### config.mk
export PLATFORM = sky130hd
export DESIGN_NAME = mc_control_fsm_flat
export DESIGN_NICKNAME = d
export VERILOG_FILES = /design/src/rtl/mc_control_fsm_if.sv /design/src/rtl/mc_control_fsm.sv /design/src/flat_wrapper.sv
export SDC_FILE = /design/constraint.sdc
export NUM_CORES = 1
export LEC_CHECK = 0
export CORE_MARGIN = 5
export CORE_UTILIZATION = 42
export CTS_BUF_LIST = sky130_fd_sc_hd__clkbuf_8 sky130_fd_sc_hd__clkbuf_16
export CTS_CLUSTER_DIAMETER = 120
export CTS_CLUSTER_SIZE = 14
export DETAILED_ROUTE_END_ITERATION = 10
export PLACE_DENSITY = 0.85
export SYNTH_ARGS = -nofsm -noshare
export SYNTH_HDL_FRONTEND = slang
export SYNTH_SLANG_ARGS = --single-unit
### constraint.sdc
create_clock -name clk -period 5.05 [get_ports clk]
set_input_delay 1.515 -clock clk [delete_from_list [all_inputs] [get_ports clk]]
set_output_delay 1.515 -clock clk [all_outputs]
set_load 0.02 [all_outputs]
### src/rtl/mc_control_fsm_if.sv
// Control bundle between the multicycle control FSM and the datapath/memory.
// The datapath side drives instruction fields and Zero; the FSM drives all controls.
interface mc_control_fsm_if;
  logic [5:0] Op;
  logic [5:0] Funct;
  logic       Zero;
  logic       MemRead;
  logic       MemWrite;
  logic       IorD;
  logic       IRWrite;
  logic       PCEn;
  logic       RegWrite;
  logic       RegDst;
  logic       MemtoReg;
  logic       ALUSrcA;
  logic [1:0] ALUSrcB;
  logic [1:0] PCSrc;
  logic [2:0] ALUControl;
  logic       Illegal;
  logic [3:0] State;

  modport master (
    output Op, Funct, Zero,
    input  MemRead, MemWrite, IorD, IRWrite, PCEn, RegWrite, RegDst, MemtoReg,
           ALUSrcA, ALUSrcB, PCSrc, ALUControl, Illegal, State
  );

  modport slave (
    input  Op, Funct, Zero,
    output MemRead, MemWrite, IorD, IRWrite, PCEn, RegWrite, RegDst, MemtoReg,
           ALUSrcA, ALUSrcB, PCSrc, ALUControl, Illegal, State
  );
endinterface

### src/rtl/mc_control_fsm.sv
// Main control FSM of the MIPS multicycle core: Moore-decoded datapath controls,
// ALU decode, and memory strobes for the unified instruction/data memory.
module mc_control_fsm (
  input  logic             clk,
  input  logic             reset,
  mc_control_fsm_if.slave  bus
);

  localparam logic [5:0] OP_RTYPE = 6'b000000;
  localparam logic [5:0] OP_LW    = 6'b100011;
  localparam logic [5:0] OP_SW    = 6'b101011;
  localparam logic [5:0] OP_BEQ   = 6'b000100;
  localparam logic [5:0] OP_ADDI  = 6'b001000;
  localparam logic [5:0] OP_J     = 6'b000010;

  localparam logic [5:0] FN_ADD = 6'b100000;
  localparam logic [5:0] FN_SUB = 6'b100010;
  localparam logic [5:0] FN_AND = 6'b100100;
  localparam logic [5:0] FN_OR  = 6'b100101;
  localparam logic [5:0] FN_SLT = 6'b101010;

  typedef enum logic [3:0] {
    S_FETCH   = 4'd0,
    S_DECODE  = 4'd1,
    S_MEMADR  = 4'd2,
    S_MEMRD   = 4'd3,
    S_MEMWB   = 4'd4,
    S_MEMWR   = 4'd5,
    S_RTYPEEX = 4'd6,
    S_RTYPEWB = 4'd7,
    S_BEQEX   = 4'd8,
    S_ADDIEX  = 4'd9,
    S_ADDIWB  = 4'd10,
    S_JEX     = 4'd11
  } state_e;

  typedef struct packed {
    logic       mem_read;
    logic       mem_write;
    logic       iord;
    logic       ir_write;
    logic       pc_write;
    logic       branch;
    logic       reg_write;
    logic       reg_dst;
    logic       memto_reg;
    logic       alu_src_a;
    logic [1:0] alu_src_b;
    logic [1:0] pc_src;
    logic [1:0] alu_op;
    logic       illegal;
    logic       alu_en;
  } ctrl_t;

  state_e     state_q, state_d;
  ctrl_t      ctrl;
  logic [2:0] alu_ctl;
  logic       funct_bad;

  always_ff @(posedge clk) begin
    if (reset) state_q <= S_FETCH;
    else       state_q <= state_d;
  end

  always_comb begin
    state_d = S_FETCH;
    case (state_q)
      S_FETCH:  state_d = S_DECODE;
      S_DECODE: begin
        case (bus.Op)
          OP_LW, OP_SW: state_d = S_MEMADR;
          OP_RTYPE:     state_d = S_RTYPEEX;
          OP_BEQ:       state_d = S_BEQEX;
          OP_ADDI:      state_d = S_ADDIEX;
          OP_J:         state_d = S_JEX;
          default:      state_d = S_FETCH;
        endcase
      end
      S_MEMADR:  state_d = (bus.Op == OP_SW) ? S_MEMWR : S_MEMRD;
      S_MEMRD:   state_d = S_MEMWB;
      S_RTYPEEX: state_d = S_RTYPEWB;
      S_ADDIEX:  state_d = S_ADDIWB;
      default:   state_d = S_FETCH;
    endcase
  end

  // alu_en marks legal states; codes 12-15 leave it 0 so even ALUControl reads 0.
  always_comb begin
    ctrl        = '0;
    ctrl.alu_en = 1'b1;
    case (state_q)
      S_FETCH: begin
        ctrl.mem_read  = 1'b1;
        ctrl.ir_write  = 1'b1;
        ctrl.pc_write  = 1'b1;
        ctrl.alu_src_b = 2'b01;
      end
      S_DECODE: begin
        ctrl.alu_src_b = 2'b11;
        case (bus.Op)
          OP_LW, OP_SW, OP_RTYPE, OP_BEQ, OP_ADDI, OP_J: ctrl.illegal = 1'b0;
          default:                                       ctrl.illegal = 1'b1;
        endcase
      end
      S_MEMADR, S_ADDIEX: begin
        ctrl.alu_src_a = 1'b1;
        ctrl.alu_src_b = 2'b10;
      end
      S_MEMRD: begin
        ctrl.mem_read = 1'b1;
        ctrl.iord     = 1'b1;
      end
      S_MEMWB: begin
        ctrl.reg_write = 1'b1;
        ctrl.memto_reg = 1'b1;
      end
      S_MEMWR: begin
        ctrl.mem_write = 1'b1;
        ctrl.iord      = 1'b1;
      end
      S_RTYPEEX: begin
        ctrl.alu_src_a = 1'b1;
        ctrl.alu_op    = 2'b10;
        ctrl.illegal   = funct_bad;
      end
      S_RTYPEWB: begin
        ctrl.reg_write = 1'b1;
        ctrl.reg_dst   = 1'b1;
      end
      S_BEQEX: begin
        ctrl.alu_src_a = 1'b1;
        ctrl.alu_op    = 2'b01;
        ctrl.pc_src    = 2'b01;
        ctrl.branch    = 1'b1;
      end
      S_ADDIWB: ctrl.reg_write = 1'b1;
      S_JEX: begin
        ctrl.pc_src   = 2'b10;
        ctrl.pc_write = 1'b1;
      end
      default: ctrl.alu_en = 1'b0;
    endcase
  end

  always_comb begin
    alu_ctl   = 3'b010;
    funct_bad = 1'b0;
    case (ctrl.alu_op)
      2'b01: alu_ctl = 3'b110;
      2'b10: begin
        case (bus.Funct)
          FN_ADD:  alu_ctl = 3'b010;
          FN_SUB:  alu_ctl = 3'b110;
          FN_AND:  alu_ctl = 3'b000;
          FN_OR:   alu_ctl = 3'b001;
          FN_SLT:  alu_ctl = 3'b111;
          default: funct_bad = 1'b1;
        endcase
      end
      default: alu_ctl = 3'b010;
    endcase
  end

  // Reset masks every output combinationally, so an in-flight strobe dies in the reset cycle.
  assign bus.MemRead    = !reset && ctrl.mem_read;
  assign bus.MemWrite   = !reset && ctrl.mem_write;
  assign bus.IorD       = !reset && ctrl.iord;
  assign bus.IRWrite    = !reset && ctrl.ir_write;
  assign bus.PCEn       = !reset && (ctrl.pc_write || (ctrl.branch && bus.Zero));
  assign bus.RegWrite   = !reset && ctrl.reg_write;
  assign bus.RegDst     = !reset && ctrl.reg_dst;
  assign bus.MemtoReg   = !reset && ctrl.memto_reg;
  assign bus.ALUSrcA    = !reset && ctrl.alu_src_a;
  assign bus.ALUSrcB    = reset ? 2'b00 : ctrl.alu_src_b;
  assign bus.PCSrc      = reset ? 2'b00 : ctrl.pc_src;
  assign bus.ALUControl = (reset || !ctrl.alu_en) ? 3'b000 : alu_ctl;
  assign bus.Illegal    = !reset && ctrl.illegal;
  assign bus.State      = reset ? 4'd0 : state_q;

endmodule

### src/flat_wrapper.sv
// flat-port wrapper written by rule: the top's interface ports become plain ports
module mc_control_fsm_flat 
  (clk, reset, bus_Op, bus_Funct, bus_Zero, bus_MemRead, bus_MemWrite, bus_IorD, bus_IRWrite, bus_PCEn, bus_RegWrite, bus_RegDst, bus_MemtoReg, bus_ALUSrcA, bus_ALUSrcB, bus_PCSrc, bus_ALUControl, bus_Illegal, bus_State);
  mc_control_fsm_if bus_i ();
  input  logic clk;
  input  logic reset;
  input wire logic [$bits(bus_i.Op)-1:0] bus_Op;
  input wire logic [$bits(bus_i.Funct)-1:0] bus_Funct;
  input wire logic [$bits(bus_i.Zero)-1:0] bus_Zero;
  output wire logic [$bits(bus_i.MemRead)-1:0] bus_MemRead;
  output wire logic [$bits(bus_i.MemWrite)-1:0] bus_MemWrite;
  output wire logic [$bits(bus_i.IorD)-1:0] bus_IorD;
  output wire logic [$bits(bus_i.IRWrite)-1:0] bus_IRWrite;
  output wire logic [$bits(bus_i.PCEn)-1:0] bus_PCEn;
  output wire logic [$bits(bus_i.RegWrite)-1:0] bus_RegWrite;
  output wire logic [$bits(bus_i.RegDst)-1:0] bus_RegDst;
  output wire logic [$bits(bus_i.MemtoReg)-1:0] bus_MemtoReg;
  output wire logic [$bits(bus_i.ALUSrcA)-1:0] bus_ALUSrcA;
  output wire logic [$bits(bus_i.ALUSrcB)-1:0] bus_ALUSrcB;
  output wire logic [$bits(bus_i.PCSrc)-1:0] bus_PCSrc;
  output wire logic [$bits(bus_i.ALUControl)-1:0] bus_ALUControl;
  output wire logic [$bits(bus_i.Illegal)-1:0] bus_Illegal;
  output wire logic [$bits(bus_i.State)-1:0] bus_State;
  assign bus_i.Op = bus_Op;
  assign bus_i.Funct = bus_Funct;
  assign bus_i.Zero = bus_Zero;
  assign bus_MemRead = bus_i.MemRead;
  assign bus_MemWrite = bus_i.MemWrite;
  assign bus_IorD = bus_i.IorD;
  assign bus_IRWrite = bus_i.IRWrite;
  assign bus_PCEn = bus_i.PCEn;
  assign bus_RegWrite = bus_i.RegWrite;
  assign bus_RegDst = bus_i.RegDst;
  assign bus_MemtoReg = bus_i.MemtoReg;
  assign bus_ALUSrcA = bus_i.ALUSrcA;
  assign bus_ALUSrcB = bus_i.ALUSrcB;
  assign bus_PCSrc = bus_i.PCSrc;
  assign bus_ALUControl = bus_i.ALUControl;
  assign bus_Illegal = bus_i.Illegal;
  assign bus_State = bus_i.State;
  mc_control_fsm u_core (.clk(clk), .reset(reset), .bus(bus_i));
endmodule
# Word-level counts from Yosys, hierarchy flattened
# Index checks and enable logic that the tools add are counted.
# W data, S select, Z words.
[classes]
reduce_logical = 27
n_eq_ne = 23
muxes = 27
[op_table]
columns = ["cell", "n"]
rows = [
  ["$eq A6 B6 Y1 const B", 7],
  ["$pmux W4 S6", 1],
  ["$pmux W4 S5", 1],
  ["$eq A4 B3 Y1 const B", 4],
  ["$eq A4 B4 Y1 const B", 4],
  ["$mux W1", 14],
  ["$pmux W3 S4", 1],
  ["$reduce_or A12 Y1", 1],
  ["$logic_and A1 B1 Y1", 11],
  ["$reduce_or A2 Y1", 5],
  ["$eq A4 B2 Y1 const B", 2],
  ["$pmux W2 S2", 2],
  ["$eq A6 B2 Y1 const B", 1],
  ["$eq A6 B3 Y1 const B", 1],
  ["$eq A6 B4 Y1 const B", 1],
  ["$logic_not A6 Y1", 1],
  ["$mux W3", 2],
  ["$pmux W2 S3", 1],
  ["$pmux W3 S2", 1],
  ["$reduce_or A6 Y1", 1],
  ["$reduce_or A5 Y1", 1],
  ["$eq A4 B1 Y1 const B", 1],
  ["$logic_not A4 Y1", 1],
  ["$mux W2", 2],
  ["8 further kinds", 10],
]
[word_totals]
regBits = 4

# Depth between registers and ports, before layout
[depth]
depth_word = 6
ltp_mapped = 8
depth_no_buf = 7

# Worst setup path after synthesis
# No wires, ideal clock.
[synth_path]
path_type = "in2out"
startpoint = "input port reset"
endpoint = "output port bus_ALUSrcB[0]"
path_slack_ns = 1.003
stages = 3
arrival_ns = 2.532
path_buffers = 2
cell_sequence = "clkbuf_1 buf_1 nor4_1"
[synth_between]
elab_chain_len = 1
[synth_lines]
columns = ["element", "line_no", "rtl"]
rows = [
  ["start: declaration", "flat_wrapper.sv:6", "input logic reset;"],
  ["$mux W2", "mc_control_fsm.sv:174", "assign bus.ALUSrcB = reset ? 2'b00 : ctrl.alu_src_b;"],
  ["end: declaration", "flat_wrapper.sv:19", "output wire logic [$bits(bus_i.ALUSrcB)-1:0] bus_ALUSrcB;"],
]
# No other way between the ends.

# Worst setup path in the final report
[layout_path]
startpoint = "input port bus_Op[1]"
endpoint = "output port bus_Illegal"
[layout_between]
elab_chain_len = 5
word_cells_on_any_way = 10
[layout_lines]
columns = ["element", "line_no", "rtl"]
rows = [
  ["start: declaration", "flat_wrapper.sv:7", "input wire logic [$bits(bus_i.Op)-1:0] bus_Op;"],
  ["$eq A6 B6 Y1 (tied with other cells)", "mc_control_fsm.sv:100", "case (bus.Op)"],
  ["$reduce_or A6 Y1 (*)", "mc_control_fsm.sv:100", ""],
  ["$mux W1 (*)", "mc_control_fsm.sv:100", ""],
  ["$pmux W1 S2 (*)", "mc_control_fsm.sv:91", "case (state_q)"],
  ["$logic_and A1 B1 Y1 (*)", "mc_control_fsm.sv:177", "assign bus.Illegal = !reset && ctrl.illegal;"],
  ["end: declaration", "flat_wrapper.sv:22", "output wire logic [$bits(bus_i.Illegal)-1:0] bus_Illegal;"],
]
# Mark *: on every way between the ends. The rest lies on a longest branch, timed or not.

==> report_table.html <==
<table>
<tr><th>Metric</th><th>Value</th></tr>
<tr><th colspan="2">GRT</th></tr>
<tr><td>Number of global-route vias before repair</td><td>793</td></tr>
<tr><td>Overflow after GRT</td><td>0</td></tr>
<tr><td>Number of antenna violations at the first check in global routing</td><td>0</td></tr>
<tr><td>Pin count of the biggest net entering global routing</td><td>20</td></tr>
<tr><td>First-pass GRT wire length</td><td>3440 microns</td></tr>
<tr><td>Global Route Usage Sum</td><td>16.0%</td></tr>
<tr><th colspan="2">Yosys</th></tr>
<tr><td>Top cell type's share of synthesized area</td><td>11.4%</td></tr>
<tr><td>Syn Std Cell Area</td><td>704 sq um</td></tr>
<tr><td>Count of flip-flops with a built-in enable after synthesis</td><td>0</td></tr>
<tr><td>Yosys synthesis warning count</td><td>0</td></tr>
<tr><td>Average footprint of a synthesized cell</td><td>6.97 sq um</td></tr>
<tr><td>Proportion of register bits with asynchronous set or reset after synthesis</td><td>0%</td></tr>
<tr><td>Synth area leaders</td><td>sky130_fd_sc_hd__dfxtp_1, sky130_fd_sc_hd__nor2_1, sky130_fd_sc_hd__nand2b_1, sky130_fd_sc_hd__ha_1, sky130_fd_sc_hd__nand3_1</td></tr>
<tr><td>Count of state elements after synthesis</td><td>4</td></tr>
<tr><td>Mapped Cells</td><td>101</td></tr>
<tr><td>Post-Synthesis Net Count</td><td>119</td></tr>
<tr><td>Cell type with the highest aggregate area in the netlist</td><td>sky130_fd_sc_hd__dfxtp_1</td></tr>
<tr><td>Number of distinct library cells after synthesis</td><td>44</td></tr>
<tr><td>Top_reg_cell synth</td><td>sky130_fd_sc_hd__dfxtp_1</td></tr>
<tr><td>Sequential fraction of the synthesis area</td><td>11.4%</td></tr>
<tr><th colspan="2">Job</th></tr>
<tr><td>Maximum Capacitance Violations</td><td>0</td></tr>
<tr><th colspan="2">STA</th></tr>
<tr><td>Peak clock frequency supported by timing</td><td>206 MHz</td></tr>
<tr><td>Total negative slack for setup checks</td><td>0 ns</td></tr>
<tr><td>Slack of the critical path</td><td>0.194 ns</td></tr>
<tr><td>Worst Clk Skew</td><td>0.00142 ns</td></tr>
<tr><td>Final worst-path cycle share</td><td>96.2%</td></tr>
<tr><td>Slew Viols, Final</td><td>0</td></tr>
<tr><td>Final count of hold timing violations</td><td>0</td></tr>
<tr><td>Unrepaired setup endpoints after global routing</td><td>no</td></tr>
<tr><td>Worst-case headroom to the max-slew limit</td><td>67.9%</td></tr>
<tr><td>Finish-stage setup viols</td><td>0</td></tr>
<tr><td>Transition time at the pin with the least slew margin</td><td>0.482 ns</td></tr>
<tr><td>Period minus WS final</td><td>4.86 ns</td></tr>
<tr><th colspan="2">Cells and area</th></tr>
<tr><td>Max reg flops</td><td>4</td></tr>
<tr><td>Combined flip-flop and latch cell area</td><td>80.1 sq um</td></tr>
<tr><td>Antenna diode count</td><td>0</td></tr>
<tr><td>Share of cells above drive strength 1</td><td>9.63%</td></tr>
<tr><td>Most common cell after layout, fill and taps aside</td><td>sky130_fd_sc_hd__clkdlybuf4s50_1</td></tr>
<tr><td>Area of the multi-input gates</td><td>563 sq um</td></tr>
<tr><td>Synth-to-layout area growth</td><td>56.7%</td></tr>
<tr><td>Most frequent cells in the layout</td><td>sky130_fd_sc_hd__clkdlybuf4s50_1, sky130_fd_sc_hd__nor2_1, sky130_fd_sc_hd__nand2b_1</td></tr>
<tr><td>Filler cells</td><td>144</td></tr>
<tr><td>Largest register by flop count</td><td>u_core.state_q</td></tr>
<tr><td># nets final</td><td>155</td></tr>
<tr><td>Largest regs</td><td>u_core.state_q: 4 flops</td></tr>
<tr><th colspan="2">Die</th></tr>
<tr><td>Initial Utilization</td><td>45.7%</td></tr>
<tr><td>DIE AREA</td><td>2600 sq um</td></tr>
<tr><td>Cell Rows</td><td>14</td></tr>
<tr><td>Core outline area</td><td>1540 sq um</td></tr>
<tr><td>I/O pin count</td><td>36</td></tr>
<tr><td>Die Y-Extent</td><td>51.0 microns</td></tr>
<tr><td>Die width</td><td>51.0 microns</td></tr>
<tr><th colspan="2">Clock tree</th></tr>
<tr><td>Clk Latency, worst-skew pair</td><td>0.22 ns</td></tr>
<tr><td>Hold buffers post-CTS</td><td>0</td></tr>
<tr><td>Sinks on the clock net</td><td>4</td></tr>
<tr><td>Number of instances resized during post-cts repair</td><td>0</td></tr>
<tr><td>Number of buffers created by CTS</td><td>3</td></tr>
<tr><td>TritonCTS clock tree</td><td>yes</td></tr>
<tr><td>Setup repair bufs after CTS</td><td>0</td></tr>
<tr><td>Clk Tree Root Cell</td><td>sky130_fd_sc_hd__clkbuf_8</td></tr>
<tr><td>Clock-pin slew on the worst setup and hold paths</td><td>0.03 ns</td></tr>
<tr><td>Maximum level of the CTS H-tree</td><td>1</td></tr>
<tr><td>Maximum count of clock buffers along a single path</td><td>2</td></tr>
<tr><th colspan="2">Critical path</th></tr>
<tr><td>Arrival time at the worst endpoint</td><td>3.34 ns</td></tr>
<tr><td>Critical path class</td><td>primary input to output port</td></tr>
<tr><td>Capturing element type of the critical path</td><td>output port</td></tr>
<tr><td>Worst Path Required</td><td>3.54 ns</td></tr>
<tr><td>CP Launch Type</td><td>primary input</td></tr>
<tr><td>Maximum fanout encountered on the critical timing path</td><td>6</td></tr>
<tr><th colspan="2">Power</th></tr>
<tr><td>Post-route total power</td><td>0.159 mW</td></tr>
<tr><td>Maximum vdd drop</td><td>0.0000900 V</td></tr>
<tr><td>Pwr dens</td><td>144 nW/um^2</td></tr>
<tr><td>Leak pwr</td><td>0.385 nW</td></tr>
<tr><th colspan="2">Run status</th></tr>
<tr><td>Run status</td><td>completed</td></tr>
<tr><th colspan="2">Drt</th></tr>
<tr><td>Vias after detailed routing</td><td>882</td></tr>
<tr><td>DR WL/cell</td><td>14.0 microns</td></tr>
<tr><td>First-iteration detailed-routing DRC count</td><td>28</td></tr>
<tr><td>Count of unresolved DRC violations after routing</td><td>0</td></tr>
<tr><td>Final antenna-violating net count</td><td>0</td></tr>
<tr><td>Routed wire length</td><td>2110 microns</td></tr>
<tr><td>Average vias per placed instance</td><td>5.84</td></tr>
<tr><td>Initial DRT Pass Iterations</td><td>4</td></tr>
<tr><th colspan="2">Place</th></tr>
<tr><td>Post-placement setup slack</td><td>0.175 ns</td></tr>
<tr><td>Number of buffer cells added on primary ports</td><td>35</td></tr>
<tr><td>DP Wirelength</td><td>1670 microns</td></tr>
<tr><td>RD Place Congestion</td><td>0.810</td></tr>
<tr><th colspan="2">Worst hold path</th></tr>
<tr><td>Class of the worst hold path</td><td>flip-flop to flip-flop</td></tr>
</table>
==> through the flow <==
stage	util, %	cells	cell area, sq um	hold WS (ns)
after global placement	68.9	148	1060	0.663
after CTS	71.6	151	1100	0.688
after global routing	71.6	151	1100	0.720
after floorplan	-	101	704	0.542
final	71.6	151	1100	0.701
after detailed placement	68.9	148	1060	0.675
==> cells in the mapped netlist (2+ instances only) <==
cell	instances
sky130_fd_sc_hd__nand2_1	4
sky130_fd_sc_hd__o211ai_1	2
sky130_fd_sc_hd__nor3_1	5
sky130_fd_sc_hd__a21oi_1	2
sky130_fd_sc_hd__nor2_1	15
sky130_fd_sc_hd__nor2b_1	2
sky130_fd_sc_hd__o21ai_1	2
sky130_fd_sc_hd__nand2b_1	7
sky130_fd_sc_hd__nor4_1	3
sky130_fd_sc_hd__buf_1	3
sky130_fd_sc_hd__and3_1	2
sky130_fd_sc_hd__ha_1	3
sky130_fd_sc_hd__inv_1	4
sky130_fd_sc_hd__a211oi_1	4
sky130_fd_sc_hd__o21ai_0	2
sky130_fd_sc_hd__xor2_1	3
sky130_fd_sc_hd__clkbuf_1	2
sky130_fd_sc_hd__dfxtp_1	4
sky130_fd_sc_hd__a221oi_1	2
sky130_fd_sc_hd__nand3_1	6
==> per-layer routing <==
layer,global-route usage [%],part of all wire [%]
met5,0,0
met3,3.20,9.5
met4,3.83,0.38
met1,19.2,42
met2,28.9,48
==> worst max-delay path, stage by stage <==
cell and delay (ns):
sky130_fd_sc_hd__clkdlybuf4s50_1 0.53, sky130_fd_sc_hd__and3_4 0.24, sky130_fd_sc_hd__a211oi_1 0.24, sky130_fd_sc_hd__o41ai_1 0.11
sky130_fd_sc_hd__o21ai_1 0.09, sky130_fd_sc_hd__clkdlybuf4s50_1 0.62
==> where the power goes <==
group          total, mW  switching, mW  leakage [nW]  internal, mW
clock             0.0669         0.0161        0.0216        0.0508
sequential        0.0362        0.00340        0.0326        0.0328
combinational     0.0556         0.0268         0.331        0.0288
total              0.159         0.0463         0.385         0.112
==> area by class of cell <==
cell class	count	area share [%]
Inverter	5	1.70
Multi-Input combinational cell	84	51.0
Tap cell	16	1.81
Timing Repair Buffer	39	34.5
Clock buffer	3	3.74
Sequential cell	4	7.26
==> worst paths after layout <==
kind,slack [ns],cells after the start,start,endpoint
max reg2reg,3.52,5,u_core.state_q[1],u_core.state_q[2]
min,0.70,2,u_core.state_q[2],u_core.state_q[3]
max,0.19,6,bus_Op[1],bus_Illegal
min reg2reg,0.70,2,u_core.state_q[2],u_core.state_q[3]
==> cell families (layout without fill, tap and decap cells) <==
| kind of cell | Yosys count | after routing | synth area share [%] |
|---|---|---|---|
| adder cells (fa/ha/maj) | 4 | 4 | 6.75 |
| buffers and inverters | 13 | 47 | 8.70 |
| AO/OA/AOI/OAI | 26 | 26 | 28.8 |
| flip-flops | 4 | 4 | 11.4 |
| XOR/XNOR | 3 | 3 | 3.73 |
| multiplexers | 1 | 1 | 1.42 |
| AND/OR/NAND/NOR | 50 | 50 | 39.3 |
Power figures use the tool's default switching activity.
==> patch: new RTL, same settings <==
Reset style: asynchronous (`reset`), changed in one clocked block.
--- a/src/rtl/mc_control_fsm.sv
+++ b/src/rtl/mc_control_fsm.sv
@@ -58,5 +58,5 @@
   logic       funct_bad;
 
-  always_ff @(posedge clk) begin
+  always_ff @(posedge clk or posedge reset) begin
     if (reset) state_q <= S_FETCH;
     else       state_q <= state_d;
Function: same outputs for any inputs over 10 cycles, from zero or initial values and one cycle with reset high; that may be too few to reach the edited logic, so the function may still have changed.
==> patch against the unedited design <==
Worst setup slack better by 100 ps. Routed wire length shrank 2.2%. Synthesized area down 8.9%. Final area decreased by 4.0%. Die area down 7.2%. Cell count decreased by 2.0%. Sequential cell count stayed put. Largest cell class unchanged.
Power is not compared: it rests on default switching activity, and its combinational part moved more than twofold at a synthesized area within 25%.
==> patch: results (changes against the unedited design) <==
Logic synthesis
  – Synth Area in Compound Gates: 23.00% (-5.8 points)
  – Multiplexer area fraction after synthesis: 1.559% (+0.14 points)
  – Post-synthesis xor/xnor area fraction: 4.094% (+0.36 points)
  – Synth top area cells: dfrtp_1 (16%), nor3_1 (7.8%), nor2_1 (7.6%)
  – Most frequent cells after synthesis: nor2_1 (13), nand2_1 (11), nor3_1 (10)
  – Async set-or-reset flop fraction in the synthesized netlist: 100.0% (+100 points)
  – Syn Nets: 114 (-4.2%)
  – Yosys warns: 0 (unchanged)
  – Synth Flop Type: dfrtp_1
  – Distinct cells, synth: 34 (-23%)
  – Synth Area in Adders: 5.848% (-0.90 points)
  – Register area share after synthesis: 15.59% (+4.2 points)

Global routing
  – Total track usage: 17.67% (+1.6 points)
  – Largest net degree at the start of global routing: 16 (-20%)
  – Initial antenna violation count: 0 (unchanged)
  – First-pass GRT wire length: 3.463 mm (+0.58%)
  – Vias in the first global route: 749 (-5.5%)

Critical path
  – FF-to-FF path depth: 3 (-2)
  – Worst EP arrival: 3240 ps (-100 ps)
  – Crit Reg-Reg Endpoint: u_core.state_q[1]$_DFF_PP0_
  – Top cell family by delay on the critical path: buffers and inverters
  – Crit path max-delay cell type: clkdlybuf4s50_1
  – Crit-path max FO: 12 (+6)
  – Worst r2r src: u_core.state_q[1]$_DFF_PP0_
  – Reg2reg setup slack: 3700 ps (+180 ps)

Outcome
  – Status: complete, no violations

Final layout
  – Biggest regs: u_core.state_q: 4 flops
  – Fin nets: 152 (-1.9%)
  – Layout cells sized above 1: 7.576% (-2.1 points)

Clock network
  – Clock tree buffer depth: 2 (unchanged)
  – CTS Buf Count: 3 (unchanged)
  – Worst skew pair latency: 220 ps (about the same)
  – H-tree depth: 1 (unchanged)
  – Clock root cell: clkbuf_8
  – Worst-path clk slew: 30 ps (about the same)

Place
  – Hpwl dp: 1.620 mm (-3.1%)
  – Placer Congestion: 0.8394 (+3.7%)
  – PortBufs: 35 (unchanged)

Hold path
  – Hold depth: 1 (-1)
  – Hold Path Sink: u_core.state_q[2]$_DFF_PP0_
  – HP Start: u_core.state_q[3]$_DFF_PP0_

Drt
  – DRT iter0 DRCs: 18 (-36%)
  – Vias per cell: 5.736 (-1.8%)
  – Final wirelength: 2.066 mm (-2.2%)

STA
  – Clk_skew: 1.112 ps (-0.3098 ps)
  – Worst Tran Pin Value: 484.2 ps (+2.651 ps)

Power and ir drop
  – IR drop worst, VDD: 0.2311 mV
-- patch: cell count changes in the layout (fill, tap and decap cells not counted), moves of 2 or more --
cell      change
o21ai_1       -2
nor2_1        -2
dfxtp_1       -4
or3_1         +2
nand2_1       +7
nand2b_1      -3
dfrtp_1       +4
inv_1         +2
nor4_1        -2
nor2b_1       +4
nor3_1        +5
nand3_1       -4
a221oi_1      -2
-- patch: per-layer routing --
metal  share of wire, %  GRT usage (%)  vias up
li1                   -              -      417
met1                 43          22.61      385
met2                 46          28.97       45
met3                9.4          3.976        2
met4                1.0          5.381        0
met5                  0              0        -
-- patch: logic make-up after synthesis --
family	count (synthesis)
fa+ha+maj	3
mux	1
xor+xnor	3
compound gates	19
buf+inv	11
simple gates	55
flops	4
-- patch: how the worst max path moves through the flow --
stage / start / endpoint / slack, ps / cells past startpoint
finish: reset / bus_ALUControl[2] / 290 / 6
global route: reset / bus_ALUControl[2] / 180 / 6
CTS: bus_Op[2] / bus_Illegal / 60 / 6
detailed placement: bus_Op[2] / bus_Illegal / 70 / 6
global placement: bus_Op[2] / bus_Illegal / 110 / 6
floorplan: reset / bus_Illegal / 720 / 3
-- patch: layout make-up --
class	count	area [sq um]
inverters	6	22.52
clock buffers	3	41.29
multi-input cells	81	500.5
flip-flops and latches	4	100.1
fillers	136	411.6
repair buffers	38	375.4
well taps	16	20.02
-- patch: timing repair --
action	4_1_cts	5_1_grt
hold endpoints to repair	0	0
hold buffers	0	0
resized for setup	0	1
setup endpoints to repair	0	1
-- patch: where the power goes --
part | total [mW] | leakage [nW] | switching, mW | internal [mW]
sequential | 0.0806 | 0.0530 | 0.0392 | 0.0414
clock | 0.0713 | 0.0216 | 0.0201 | 0.0511
combinational | 0.218 | 0.336 | 0.114 | 0.104
-- patch: through the flow --
| stage | hold slack [ps] | total power [mW] | cells | area, sq um | setup WS, ps |
|---|---|---|---|---|---|
| CTS | 707.9 | 0.3699 | 148 | 1057 | 61.90 |
| floorplan | 579.1 | 0.2030 | 96 | 641.9 | 715.4 |
| finish | 719.9 | 0.3701 | 148 | 1060 | 294.0 |
| global placement | 705.9 | 0.2930 | 145 | 1016 | 107.2 |
| detailed placement | 701.8 | 0.2994 | 145 | 1016 | 67.69 |
| global route | 776.4 | 0.3977 | 148 | 1060 | 177.4 |
